===== src/rtl/stack_ctrl_16b.sv =====
// Stack-pointer sequencer: round-robin push/pop arbitration, single-port stack memory sequencing, occupancy tracking.
// Optional peek requester enabled by defining STACK_PEEK_EN.
module stack_ctrl_16b #(
    parameter logic [15:0] BASE  = 16'hFFFF,
    parameter int unsigned DEPTH = 256,
    parameter int unsigned CNT_W = 9
) (
    input  logic        CLK,
    input  logic        reset,
    input  logic        push_req,
    input  logic [15:0] push_data,
    input  logic        pop_req,
`ifdef STACK_PEEK_EN
    input  logic        peek_req,
    output logic        peek_ack,
`endif
    output logic        push_ack,
    output logic        pop_ack,
    output logic [15:0] pop_data,
    output logic        err,
    output logic        full,
    output logic        empty,
    input  logic [15:0] dp,
    output logic [15:0] dp_add,
    output logic [1:0]  dp_src,
    output logic [15:0] mem_addr,
    output logic        mem_we,
    output logic [15:0] mem_wdata,
    input  logic [15:0] mem_rdata
);

    localparam logic [1:0] SRC_HOLD = 2'b00;
    localparam logic [1:0] SRC_INC  = 2'b01;
    localparam logic [1:0] SRC_DEC  = 2'b10;

    typedef enum logic [3:0] {
        S_INIT,
        S_IDLE,
        S_PUSH_WR,
        S_PUSH_DEC,
        S_POP_INC,
        S_POP_RD,
        S_POP_DONE,
        S_PEEK_DEC,
        S_ERR_PUSH,
        S_ERR_POP,
        S_ERR_PEEK
    } state_e;

    typedef enum logic [1:0] {
        REQ_PUSH = 2'd0,
        REQ_POP  = 2'd1,
        REQ_PEEK = 2'd2
    } req_e;

    state_e             state_q;
    req_e               rr_q;
    req_e               rr_d;
    req_e               grant_d;
    logic               grant_vld_d;
    logic               peek_q;
    logic [CNT_W-1:0]   count_q;
    logic [15:0]        pop_hold_q;
    logic               peek_req_w;

`ifdef STACK_PEEK_EN
    assign peek_req_w = peek_req;
`else
    assign peek_req_w = 1'b0;
`endif

    assign full      = (count_q == CNT_W'(DEPTH));
    assign empty     = (count_q == '0);
    assign mem_wdata = push_data;

    // Round-robin: search starts at rr_q, then rr_q moves past the winner.
    always_comb begin
        grant_vld_d = 1'b0;
        grant_d     = REQ_PUSH;
        case (rr_q)
            REQ_POP: begin
                if (pop_req) begin
                    grant_vld_d = 1'b1; grant_d = REQ_POP;
                end else if (peek_req_w) begin
                    grant_vld_d = 1'b1; grant_d = REQ_PEEK;
                end else if (push_req) begin
                    grant_vld_d = 1'b1; grant_d = REQ_PUSH;
                end
            end
            REQ_PEEK: begin
                if (peek_req_w) begin
                    grant_vld_d = 1'b1; grant_d = REQ_PEEK;
                end else if (push_req) begin
                    grant_vld_d = 1'b1; grant_d = REQ_PUSH;
                end else if (pop_req) begin
                    grant_vld_d = 1'b1; grant_d = REQ_POP;
                end
            end
            default: begin
                if (push_req) begin
                    grant_vld_d = 1'b1; grant_d = REQ_PUSH;
                end else if (pop_req) begin
                    grant_vld_d = 1'b1; grant_d = REQ_POP;
                end else if (peek_req_w) begin
                    grant_vld_d = 1'b1; grant_d = REQ_PEEK;
                end
            end
        endcase

        rr_d = rr_q;
        if (grant_vld_d) begin
            case (grant_d)
                REQ_PUSH: rr_d = REQ_POP;
`ifdef STACK_PEEK_EN
                REQ_POP:  rr_d = REQ_PEEK;
`else
                REQ_POP:  rr_d = REQ_PUSH;
`endif
                default:  rr_d = REQ_PUSH;
            endcase
        end
    end

    always_ff @(posedge CLK or posedge reset) begin
        if (reset) begin
            state_q    <= S_INIT;
            rr_q       <= REQ_PUSH;
            peek_q     <= 1'b0;
            count_q    <= '0;
            pop_hold_q <= '0;
        end else begin
            case (state_q)
                S_INIT: state_q <= S_IDLE;
                S_IDLE: begin
                    if (grant_vld_d) begin
                        rr_q   <= rr_d;
                        peek_q <= (grant_d == REQ_PEEK);
                        case (grant_d)
                            REQ_PUSH: state_q <= full  ? S_ERR_PUSH : S_PUSH_WR;
                            REQ_POP:  state_q <= empty ? S_ERR_POP  : S_POP_INC;
                            default:  state_q <= empty ? S_ERR_PEEK : S_POP_INC;
                        endcase
                    end
                end
                S_PUSH_WR: state_q <= S_PUSH_DEC;
                S_PUSH_DEC: begin
                    count_q <= count_q + CNT_W'(1);
                    state_q <= S_IDLE;
                end
                S_POP_INC: begin
                    // A peek borrows the pop read path but leaves occupancy alone.
                    if (!peek_q) begin
                        count_q <= count_q - CNT_W'(1);
                    end
                    state_q <= S_POP_RD;
                end
                S_POP_RD: state_q <= peek_q ? S_PEEK_DEC : S_POP_DONE;
                S_POP_DONE, S_PEEK_DEC: begin
                    pop_hold_q <= mem_rdata;
                    state_q    <= S_IDLE;
                end
                default: state_q <= S_IDLE;
            endcase
        end
    end

    // Output decode from the current state.
    always_comb begin
        dp_add   = dp;
        dp_src   = SRC_HOLD;
        mem_addr = dp;
        mem_we   = 1'b0;
        push_ack = 1'b0;
        pop_ack  = 1'b0;
        err      = 1'b0;
        pop_data = pop_hold_q;
`ifdef STACK_PEEK_EN
        peek_ack = 1'b0;
`endif
        case (state_q)
            S_INIT:     dp_add = BASE;
            S_PUSH_WR:  mem_we = 1'b1;
            S_PUSH_DEC: begin
                dp_src   = SRC_DEC;
                push_ack = 1'b1;
            end
            S_POP_INC:  dp_src = SRC_INC;
            S_POP_DONE: begin
                pop_ack  = 1'b1;
                pop_data = mem_rdata;
            end
            S_PEEK_DEC: begin
                dp_src   = SRC_DEC;
                pop_data = mem_rdata;
`ifdef STACK_PEEK_EN
                peek_ack = 1'b1;
`endif
            end
            S_ERR_PUSH: begin
                push_ack = 1'b1;
                err      = 1'b1;
            end
            S_ERR_POP: begin
                pop_ack = 1'b1;
                err     = 1'b1;
            end
            S_ERR_PEEK: begin
                err = 1'b1;
`ifdef STACK_PEEK_EN
                peek_ack = 1'b1;
`endif
            end
            default: ;
        endcase
    end

endmodule


===== config.mk =====
export PLATFORM = sky130hd
export DESIGN_NAME = stack_ctrl_16b
export DESIGN_NICKNAME = d
export VERILOG_FILES = /design/src/rtl/stack_ctrl_16b.sv
export SDC_FILE = /design/constraint.sdc
export NUM_CORES = 1
export LEC_CHECK = 0
export CAP_MARGIN = 0
export CELL_PAD_IN_SITES_DETAIL_PLACEMENT = 1
export CELL_PAD_IN_SITES_GLOBAL_PLACEMENT = 1
export CORE_ASPECT_RATIO = 1.5
export CORE_MARGIN = 2
export CORE_UTILIZATION = 23
export DETAILED_ROUTE_END_ITERATION = 12
export PLACE_DENSITY_LB_ADDON = 0.1
export SETUP_SLACK_MARGIN = 0.5
export SLEW_MARGIN = 30
export SYNTH_ARGS = -nofsm -noshare
export SYNTH_HDL_FRONTEND = slang
export SYNTH_SLANG_ARGS = --single-unit

===== constraint.sdc =====
create_clock -name CLK -period 2.1 [get_ports CLK]
set_input_delay 0.42 -clock CLK [delete_from_list [all_inputs] [get_ports CLK]]
set_output_delay 0.42 -clock CLK [all_outputs]
set_load 0.01 [all_outputs]

# ---- Yosys cells after proc, flatten, opt, wreduce, memory -nomap -nowiden
# Index checks and enable logic that the tools add are counted.
# W data, S select, Z words.
dict set report classes {
  add_sub_neg 2
  n_eq_ne 16
  n_mux 25
  n_reduce_logical 11
}
# operator count
set op_table {}
lappend op_table {{$mux W16} 2}
lappend op_table {{$pmux W9 S2} 1}
lappend op_table {{$eq A4 B3 Y1 const B} 4}
lappend op_table {{$mux W4} 4}
lappend op_table {{$pmux W4 S4} 1}
lappend op_table {{$eq A4 B4 Y1 const B} 3}
lappend op_table {{$mux W1} 12}
lappend op_table {{$add A9 B1 Y9 const B} 1}
lappend op_table {{$eq A9 B9 Y1 const B} 1}
lappend op_table {{$logic_not A9 Y1} 1}
lappend op_table {{$mux W9} 1}
lappend op_table {{$sub A9 B1 Y9 const B} 1}
lappend op_table {{$eq A4 B2 Y1 const B} 2}
lappend op_table {{$pmux W4 S2} 1}
lappend op_table {{$reduce_or A2 Y1} 4}
lappend op_table {{$eq A2 B1 Y1 const B} 2}
lappend op_table {{$eq A4 B1 Y1 const B} 1}
lappend op_table {{$logic_not A4 Y1} 1}
lappend op_table {{$mux W2} 2}
lappend op_table {{$ne A2 B2 Y1 const B} 2}
lappend op_table {{$pmux W2 S2} 1}
lappend op_table {{$reduce_and A2 Y1} 2}
lappend op_table {{$reduce_or A3 Y1} 1}
lappend op_table {{$eq A2 B2 Y1 const B} 1}
lappend op_table {{2 further kinds} 2}
dict set report word_totals {
  register_bits 32
  in_bits 52
  out_inout_bits 72
  elab_cells 59
}

# ---- Depth between registers and ports, before layout
# Gate-level depths: netlist of run 1.
dict set report logic_depth {
  ltp_word 7
  mapped_depth 9
  mapped_depth_nobuf 7
}

# ---- Least setup slack after synthesis of run 1
# Ideal clock, no wire load.
dict set report synth_path {
  path_kind {register to register}
  from {register state_q[3]}
  to {register count_q[8]}
  setup_ps 79
  t_arrival_ps 2105
  required_ps 2021
  slack_ps -84
  path_stages_with_launch 10
  n_path_buf 2
  synth_period_minus_slack_ps 2184
  cell_sequence {dfrtp_1 -> buf_6 -> or4b_4 -> buf_6 -> xnor2_1 -> ha_1 -> nor3_1 -> nand4_1 -> a21oi_1 -> xor2_1}
}
dict set report synth_between {
  elab_chain_cells 3
  elab_cells_between_ends 6
  classes_between {3 x eq/ne; 1 x mux; 2 x reduce/logical}
}
# element line_no
set synth_rtl {}
lappend synth_rtl {{from (decl)} 56} ;# state_e state_q;
lappend synth_rtl {{from (signal assigned)} 139} ;# REQ_PUSH: state_q <= full ? S_ERR_PUSH : S_PUSH_WR;
lappend synth_rtl {{from (signal assigned)} 140} ;# REQ_POP: state_q <= empty ? S_ERR_POP : S_POP_INC;
lappend synth_rtl {{from (signal assigned)} 141} ;# default: state_q <= empty ? S_ERR_PEEK : S_POP_INC;
lappend synth_rtl {{$eq A4 B3 Y1 or $eq A4 B2 Y1 (tied branches)} 132} ;# case (state_q)
lappend synth_rtl {{$ne A2 B2 Y1 (no source line) or $reduce_bool A2 Y1 (tied branches)} --}
lappend synth_rtl {{$reduce_and A2 Y1 (no source line)} --}
lappend synth_rtl {{to (signal assigned)} 147} ;# count_q <= count_q + CNT_W'(1);
lappend synth_rtl {{to (signal assigned)} 153} ;# count_q <= count_q - CNT_W'(1);
lappend synth_rtl {{to (decl)} 62} ;# logic [CNT_W-1:0] count_q;
# Parallel ways exist; a longest one is shown, timed or not.
# A chain may end at the register's enable or synchronous reset.

# ---- Worst setup path after layout of run 1
dict set report layout_path {
  from {register state_q[3]}
  to {output dp_add[0]}
}
dict set report layout_between {
  elab_chain_cells 2
}
# element line_no
set layout_rtl {}
lappend layout_rtl {{$logic_not A4 Y1} 180} ;# case (state_q)
lappend layout_rtl {{$mux W16} 180}
lappend layout_rtl {{to (decl)} 24} ;# output logic [15:0] dp_add,
# No other way between the ends.

==> results_dict.tcl, run 1 <==
set metrics [dict create \
    detail_route.first_pass.iterations 3 \
    area_delta_synth_final_pct 91.87 \
    skew_ns 0.001142 \
    critical_path.top_delay_family "simple AND/OR/NAND/NOR gates" \
    first_global_vias 1954 \
    fillers 882 \
    cts_tree "yes" \
    maxCapViolCount 0 \
    worstSetupPathType "reg2out" \
    status "complete, but fails checks" \
    ys_ff_latch 30 \
    dieArea_mm2 0.009061 \
    postCtsHoldBufs 0 \
    grt_max_degree 31 \
    via_per_inst 4.496 \
    power_density_mw_per_mm2 1428 \
    min_period_ns 2.145 \
    cp-end-kind "output pin" \
    power.leakage_uw 0.001673 \
    whs_endpoint "pop_hold_q[11]" \
    peakVddDrop_mv 0.7512 \
    dp_hpwl_um 4264 \
    avgSynthCellArea_um2 9.893 \
    netlist_instances 193 \
    cts.clk_slew.worst_paths_ns 0.05 \
    routabilityCongestion 0.7638 \
    grt_pass1_wl_um 9867 \
    ys_seq_area_share_pct 39.32 \
    fin_util_pct 45.47 \
    r2r_end "count_q[8]" \
    use_met3_pct 4.673 \
    cts_root_buffer "clkbuf_16" \
    synth_nets 246 \
    core_mm2 0.008058 \
    min-delay-start "pop_hold_q[11]" \
    num_io_pins 124 \
    ant_nets 0 \
    yosys_warnings 0 \
    ys_types 45 \
    slew_headroom_pct 64.37 \
    synth-edff-count 0 \
    die_x_um 78.39 \
    failed_checks "negative setup slack" \
    hold_viol_final 0 \
    busiest_layer "met2" \
    worst-path-buf-inv 4 \
    fin_crit_sh_pct 102.1 \
    cp_data_required_time_ns 1.68 \
    wl_um 6412 \
    avgRoutedWirePerCell_um 15.60 \
    synth.area.top_cells "dfrtp_1, buf_4, mux2_2" \
    setup_viol 22 \
    final_max_slew_viol_count 0 \
    initial_core_util_pct 23.70 \
    die_h_um 115.6 \
    layout_setup_ws_ns -0.04476 \
    clock_latency_ns 0.27 \
    port-buffer-count 91 \
    cts_buffer_depth 2 \
    crit_path_max_incr_delay_ns 0.42 \
    grt_usage_pct 13.86 \
    final_layout_size_suffix_gt1_share_pct 53.59 \
    place_ws_ns -0.02459 \
    rsz0062_at_grt "true" \
    n_antenna_cell 0 \
    use_met2_pct 26.44 \
    arrival_ns 1.72 \
    worst_slew_pin_slew_ns 0.5278 \
    max_freq_ghz 0.4663 \
    r2r_setup_slack_ns -0.03 \
    slowest_stage "dfrtp_1" \
    num_rows 40 \
    grt.overflow.total 0 \
    htree_levels 2 \
    ys_dominant_reg_cell "dfrtp_1" \
    synth.most_common_cell "buf_4" \
    timing.rr.start "state_q[2]" \
    hold_ws_ns 0.4971 \
    drt_iter0_markers 36 \
    syn-cell-area_mm2 0.001909 \
    crit_chain "or2_4 -> nor3_4 -> buf_12 -> buf_8 -> buf_6 -> or2_4 -> buf_6" \
    hold_depth 1 \
    path_max_fanout 7 \
    antenna_found_initial 0 \
    grt_util_met1_pct 14.14 \
    drc 0 \
    vias 1848 \
    layout.nets 358 \
    numCtsBuffers 5 \
    reg2reg_depth 9 \
    synthDominantCellAreaShare_pct 39.32 \
    ys_top_cells_by_count "buf_4, dfrtp_1, mux2_2, or2_2, nand2_1" \
    hp-class "reg2reg" \
    clock_sinks 30 \
    cp-start-kind "flop" \
    async_flop_share_pct 100.0 \
    synth_top_area_cell "dfrtp_1" \
]
==> routing by layer <==
layer / vias to the layer above / routed length, um
li1: 861 / -
met1: 899 / 2213
met2: 82 / 3648
met3: 6 / 480
met4: 0 / 70
met5: - / 0
==> registers in the layout, indices dropped and copies added, names as in the netlist <==
name / count
pop_hold_q: 16
count_q: 9
state_q: 4
rr_q: 1
==> logic make-up after synthesis <==
kind of cell / synth area share, %
flops: 39.32
mux: 10.03
simple gates: 21.69
buf+inv: 17.43
compound gates: 7.209
fa+ha+maj: 0.6552
xor+xnor: 3.670
==> final cells by class <==
class | count | area, um^2 | share of cell area [%]
clock buffers | 7 | 132.6 | 3.620
clock inverters | 1 | 30.03 | 0.8197
well taps | 105 | 131.4 | 3.586
inverters | 4 | 20.02 | 0.5464
multi-input cells | 116 | 1104 | 30.12
repair buffers | 148 | 1495 | 40.81
flip-flops and latches | 30 | 750.7 | 20.49
==> metrics by stage <==
stage | TNS [ns] | instances | instance area [um^2] | power, uW
after global routing | -2.637 | 411 | 3664 | 5572
after floorplan | -0.005446 | 193 | 2029 | 2357
after CTS | -0.1708 | 398 | 3437 | 4900
final | -0.3274 | 411 | 3664 | 5231
after detailed placement | -0.05619 | 374 | 2990 | 3534
after global placement | -0.02125 | 374 | 2990 | 3528
==> layout by cell type (no fill, tap or decap), types with 2 or more instances in the layout <==
cell type        netlist  layout
nand2_1                9       7
xor2_1                 6       6
clkdlybuf4s15_1        0      11
buf_2                  0       8
buf_4                 32      29
mux2_4                 0      16
nand3_2                1       3
a211o_1                3       3
dfrtp_1               30      30
nand4_1                6       6
clkdlybuf4s50_1        0      35
buf_8                  0       2
or2_1                  6       6
clkbuf_1               7       2
nor3_2                 0       3
nor3b_2                0       2
or4b_4                 1       2
clkbuf_16              0       6
or2_4                  0      11
nor3_4                 0       2
nand3b_1               3       3
buf_6                  2      51
nand3_1                6       4
nor2_1                 6       4
a21oi_2                0       3
a31oi_1                2       2
buf_12                 1       4
inv_1                  3       3
and3_1                 4       3
a21oi_1                6       2
clkbuf_2               0       4
==> report_power, final <==
part	switching [uW]	internal (uW)	leakage [uW]	total, uW
Clock	254	560	0.0000781	814
Combinational	1400	2010	0.00124	3410
Sequential	145	858	0.000358	1000
==> repair_timing <==
item	in CTS	in global routing
buffers inserted	15	12
resized for setup	253	37
setup endpoints to repair	66	68
pin swaps	9	15
cloned	1	1
==> worst reg2reg max path, stage by stage, from the launching register on <==
cell	delay [ns]
dfrtp_1	0.39
buf_6	0.11
or4b_4	0.47
buf_6	0.15
xnor2_4	0.12
ha_4	0.18
nor3_4	0.15
nand4_1	0.13
a21oi_2	0.17
xor2_1	0.16
==> worst max-delay path by stage <==
| stage | from | end | slack (ns) | cells past startpoint |
|---|---|---|---|---|
| final | state_q[3] | dp_add[0] | -0.04 | 7 |
| after global routing | state_q[2] | count_q[8] | -0.16 | 9 |
| after CTS | state_q[2] | count_q[8] | -0.06 | 9 |
| after detailed placement | state_q[1] | count_q[4] | -0.02 | 7 |
| after global placement | state_q[1] | count_q[8] | -0.02 | 7 |
| after floorplan | state_q[3] | count_q[2] | -0.005 | 8 |
Note: power is estimated with default switching activity, not from simulation.
==> run 2: changes to the inputs <==
--- a/config.mk
+++ b/config.mk
@@ -12,7 +12,7 @@
 export CORE_MARGIN = 2
 export CORE_UTILIZATION = 23
 export DETAILED_ROUTE_END_ITERATION = 12
-export PLACE_DENSITY_LB_ADDON = 0.1
+export PLACE_DENSITY = 0.78
 export SETUP_SLACK_MARGIN = 0.5
 export SLEW_MARGIN = 30
 export SYNTH_ARGS = -nofsm -noshare
==> run 2 against run 1 <==
  * The flow still finishes with violations (negative setup slack)
  * Clock skew grew 0.0096 ns
  * Largest cell class unchanged
  * Critical path type unchanged
  * Largest power group unchanged
  * Fmax shrank 0.57%
  * Critical endpoint is now pop_data[4]
  * Register-to-register slack lost 0.02 ns
  * Sequential cell count is the same
  * Worst hold slack lost 0.016 ns
  * Cell area grew 5.7%
==> results_dict.tcl, run 2 (synthesized netlist as in run 1, its figures left out) <==
set metrics [dict create \
    grt_usage_pct 16.22 \
    port-buffer-count 91 \
    worst_slew_pin_slew_ns 0.4033 \
    wl_um 7675 \
    detail_route.first_pass.iterations 4 \
    fin_util_pct 48.06 \
    reg2reg_depth 7 \
    maxCapViolCount 0 \
    status "complete, but fails checks" \
    area_delta_synth_final_pct 102.8 \
    dp_hpwl_um 4453 \
    dieArea_mm2 0.009061 \
    crit_path_max_incr_delay_ns 0.39 \
    r2r_end "count_q[2]" \
    n_antenna_cell 0 \
    cp_data_required_time_ns 1.68 \
    grt_max_degree 31 \
    grt.overflow.total 0 \
    grt_pass1_wl_um 11450 \
    final_common_cell "buf_6" \
    peakVddDrop_mv 0.4467 \
    clock_latency_ns 0.28 \
    core_mm2 0.008058 \
    total_power_uw 5515 \
    largest-register "pop_hold_q" \
    hp-class "reg2reg" \
    timing.rr.start "state_q[0]" \
    r2r_setup_slack_ns -0.05 \
    drc 0 \
    final_max_slew_viol_count 0 \
    layout.nets 381 \
    setup_viol 34 \
    vias 1956 \
    slew_headroom_pct 73.11 \
    num_rows 40 \
    routabilityCongestion 0.7736 \
    cts_buffer_depth 2 \
    tns_ns -0.9918 \
    path_max_fanout 5 \
    initial_core_util_pct 23.70 \
    first_global_vias 2208 \
    numCtsBuffers 5 \
    fillers 882 \
    arrival_ns 1.74 \
    worstSetupPathType "reg2out" \
    min_period_ns 2.157 \
    design_area_mm2 0.003872 \
    cp-end-kind "output pin" \
    die_h_um 115.6 \
    clock_sinks 30 \
    cts_tree "yes" \
    largest_reg_flops 16 \
    crit_chain "buf_4 -> nand3b_1 -> buf_6 -> buf_12 -> buf_12 -> mux2_4 -> buf_6" \
    max_freq_ghz 0.4636 \
    ant_nets 0 \
    skew_ns 0.01078 \
    final_layout_size_suffix_gt1_share_pct 59.94 \
    hold_viol_final 0 \
    layout_common_cells "buf_6, buf_4, clkdlybuf4s50_1" \
    rsz0062_at_grt "true" \
    via_per_inst 4.528 \
    placed_area_mm2 0.002940 \
    largestRegisters "pop_hold_q: 16 flops, count_q: 9 flops, state_q: 4 flops" \
    layout_setup_ws_ns -0.05704 \
    power.leakage_uw 0.001820 \
    antenna_found_initial 0 \
    power_density_mw_per_mm2 1424 \
    slowest_stage "dfrtp_1" \
    fin_crit_sh_pct 102.7 \
    failed_checks "negative setup slack" \
    cts_root_buffer "clkbuf_16" \
    htree_levels 2 \
    num_io_pins 124 \
    min-delay-start "count_q[4]" \
    avgRoutedWirePerCell_um 17.77 \
    die_x_um 78.39 \
    drt_iter0_markers 66 \
    cts.clk_slew.worst_paths_ns 0.05 \
    startpoint "state_q[2]" \
    cp-endpoint "pop_data[4]" \
    cp-start-kind "flop" \
]
-- run 2: cell types whose count changed in the layout (fill, tap and decap cells not counted), moves of 2 or more --
cell             change
clkdlybuf4s15_1      -5
buf_4                +9
clkbuf_2             +5
clkbuf_1             -2
buf_6               +16
-- run 2: final cells by class --
cell class	instances	area, um^2	area share (%)
multi-input cells	116	1141	29.47
well taps	105	131.4	3.393
clock buffers	6	138.9	3.586
repair buffers	171	1689	43.62
inverters	4	20.02	0.5170
flip-flops and latches	30	752.0	19.42
-- run 2: worst min path at each step --
stage	endpoint	slack, ns	depth (start not counted)
floorplan	count_q[4]	0.46	1
global placement	count_q[4]	0.47	1
detailed placement	count_q[4]	0.48	1
CTS	count_q[4]	0.48	1
global route	pop_hold_q[12]	0.51	1
finish	count_q[4]	0.48	1
-- run 2: layer usage --
layer  up-vias  global-route usage, %  share of wire, %
met5         -                      0                 0
met4         0                  5.146               2.5
met3        14                  2.882               3.4
met2        55                  33.33                60
met1       981                  16.08                34
li1        906                      -                 -
-- run 2: power by group --
| group | internal [uW] | total, uW | switching [uW] |
|---|---|---|---|
| Combinational | 2230 | 3810 | 1570 |
| Clock | 456 | 691 | 235 |
| Sequential | 861 | 1020 | 155 |
| Total | 3550 | 5520 | 1960 |
-- run 2: stage by stage --
stage	hold slack, ns	setup slack [ns]	instances
2_1_floorplan	0.4556	-0.005446	193
3_3_place_gp	0.4730	0.004731	369
3_5_place_dp	0.4763	-0.01307	369
4_1_cts	0.4844	-0.05166	423
5_1_grt	0.5136	-0.1319	432
6_report	0.4809	-0.05704	432
-- run 2: critical path, delay by kind of cell, from the launching register on --
kind | cells | cell delay [ns]
and+or+nand+nor | 1 | 0.10
DFF | 1 | 0.39
muxes | 1 | 0.31
buffers and inverters | 5 | 0.65
-- run 2: what timing repair did --
| item | 4_1_cts | 5_1_grt |
|---|---|---|
| gates resized for setup | 279 | 42 |
| hold buffers | 0 | 0 |
| endpoints found under the setup margin | 66 | 74 |
| pin swaps | 25 | 18 |
| buffers inserted | 46 | 9 |
| gates cloned | 2 | 0 |
==> variant: new RTL, config.mk and constraints of run 1 <==
The parameter `CNT_W` goes from 9 to 11.
--- a/src/rtl/stack_ctrl_16b.sv
+++ b/src/rtl/stack_ctrl_16b.sv
@@ -4,5 +4,5 @@
     parameter logic [15:0] BASE  = 16'hFFFF,
     parameter int unsigned DEPTH = 256,
-    parameter int unsigned CNT_W = 9
+    parameter int unsigned CNT_W = 11
 ) (
     input  logic        CLK,
Behaviour: same outputs for any inputs over 10 cycles, from zero or initial values and one cycle with reset high; that may be too few to reach the edited logic, so the function may still have changed.
==> variant against run 1 <==
  * The run still ends with negative setup slack left
  * Setup slack worse by 0.21 ns
  * Cell area up 5.9%
  * Combinational power up 6.7%
  * Wire length up 10%
  * Sequential cell count up 2
  * Area after synthesis up 2.5%
  * Largest cell class unchanged
  * Via count up 7.0%
  * Power up 5.4%
==> variant: results <==
<?xml version="1.0" encoding="UTF-8"?>
<metrics>
  <group name="pwr">
    <metric name="net-switching-power" unit="W">0.001875</metric>
    <metric name="reported_combinational_group_power" unit="W">0.00364</metric>
    <metric name="maximum_ir_drop_on_the_vdd_rail" unit="mV">0.4728</metric>
  </group>
  <group name="placement">
    <metric name="finalWeightedCongestion" unit="">0.7214</metric>
    <metric name="dp_worst_setup_slack" unit="ns">-0.3320</metric>
    <metric name="dpl-instance-area" unit="mm^2">0.003024</metric>
    <metric name="inst_count_dp" unit="">384</metric>
  </group>
  <group name="grt">
    <metric name="use_met1" unit="%">14.16</metric>
    <metric name="grt_max_degree" unit="">33</metric>
    <metric name="globalRouteMet2Util" unit="%">30.85</metric>
    <metric name="globalRouteMet3Util" unit="%">4.448</metric>
    <metric name="global_route.usage.total" unit="%">15.24</metric>
    <metric name="first_global_vias" unit="">2084</metric>
  </group>
  <group name="timing">
    <metric name="finalClockSkew" unit="ns">0.004804</metric>
    <metric name="post-route-worst-setup-slack" unit="ns">-0.2587</metric>
    <metric name="setup-violations-final" unit="">41</metric>
  </group>
  <group name="route">
    <metric name="wirelength_met1" unit="um">2407</metric>
    <metric name="drt_wl_total" unit="um">7084</metric>
    <metric name="dr_total_vias" unit="">1978</metric>
  </group>
  <group name="cells_and_area">
    <metric name="area_share_of_buffers_outside_the_clock_network" unit="%">41.65</metric>
    <metric name="nFillCells" unit="">924</metric>
    <metric name="fin_cells" unit="">439</metric>
    <metric name="final_clock_cell_share" unit="%">4.223</metric>
    <metric name="final.clkbuf_count" unit="">6</metric>
    <metric name="multi_input_area" unit="mm^2">0.001144</metric>
    <metric name="area.sequential" unit="um^2">800.8</metric>
    <metric name="n_all_buffers" unit="">167</metric>
    <metric name="number_of_non_clock_inverters" unit="">6</metric>
    <metric name="design_area" unit="mm^2">0.003881</metric>
    <metric name="drive_above_1_share" unit="%">60.84</metric>
  </group>
  <group name="setup_path">
    <metric name="cp_slowest_stage_delay" unit="ns">0.55</metric>
    <metric name="critPathArrivalTime" unit="ns">2.55</metric>
    <metric name="crit_path_top_delay_cell" unit="">or4b_4</metric>
  </group>
  <group name="clocking">
    <metric name="cts_setup_buffers" unit="">32</metric>
  </group>
  <group name="outcome">
    <metric name="failed_checks" unit="">negative setup slack</metric>
    <metric name="run_status" unit="">finished, violations left</metric>
  </group>
  <group name="synthesis">
    <metric name="post_synth_most_frequent_cells" unit="">buf_4, dfrtp_1, mux2_2</metric>
  </group>
  <group name="die">
    <metric name="die-area" unit="mm^2">0.009277</metric>
  </group>
</metrics>
==> variant: path summary, 6_finish.rpt <==
| kind | depth (start not counted) | endpoint | startpoint | slack (ns) |
|---|---|---|---|---|
| hold / removal | 1 | pop_hold_q[0] | pop_hold_q[0] | 0.50 |
| max in group asynchronous | 3 | count_q[4] | reset | 1.24 |
| setup / recovery | 7 | count_q[10] | state_q[0] | -0.26 |
| setup reg to reg | 7 | count_q[10] | state_q[0] | -0.26 |
| hold reg to reg | 1 | pop_hold_q[0] | pop_hold_q[0] | 0.50 |
| min in group asynchronous | 3 | pop_hold_q[10] | reset | 0.54 |
==> variant: cells by family after synthesis <==
logic type	after synthesis	share of synthesized area, %
simple gates	69	20.65
buf+inv	47	15.41
xor+xnor	11	4.924
fa+ha+maj	1	0.6393
compound gates	21	7.673
mux	17	9.782
flops	32	40.92
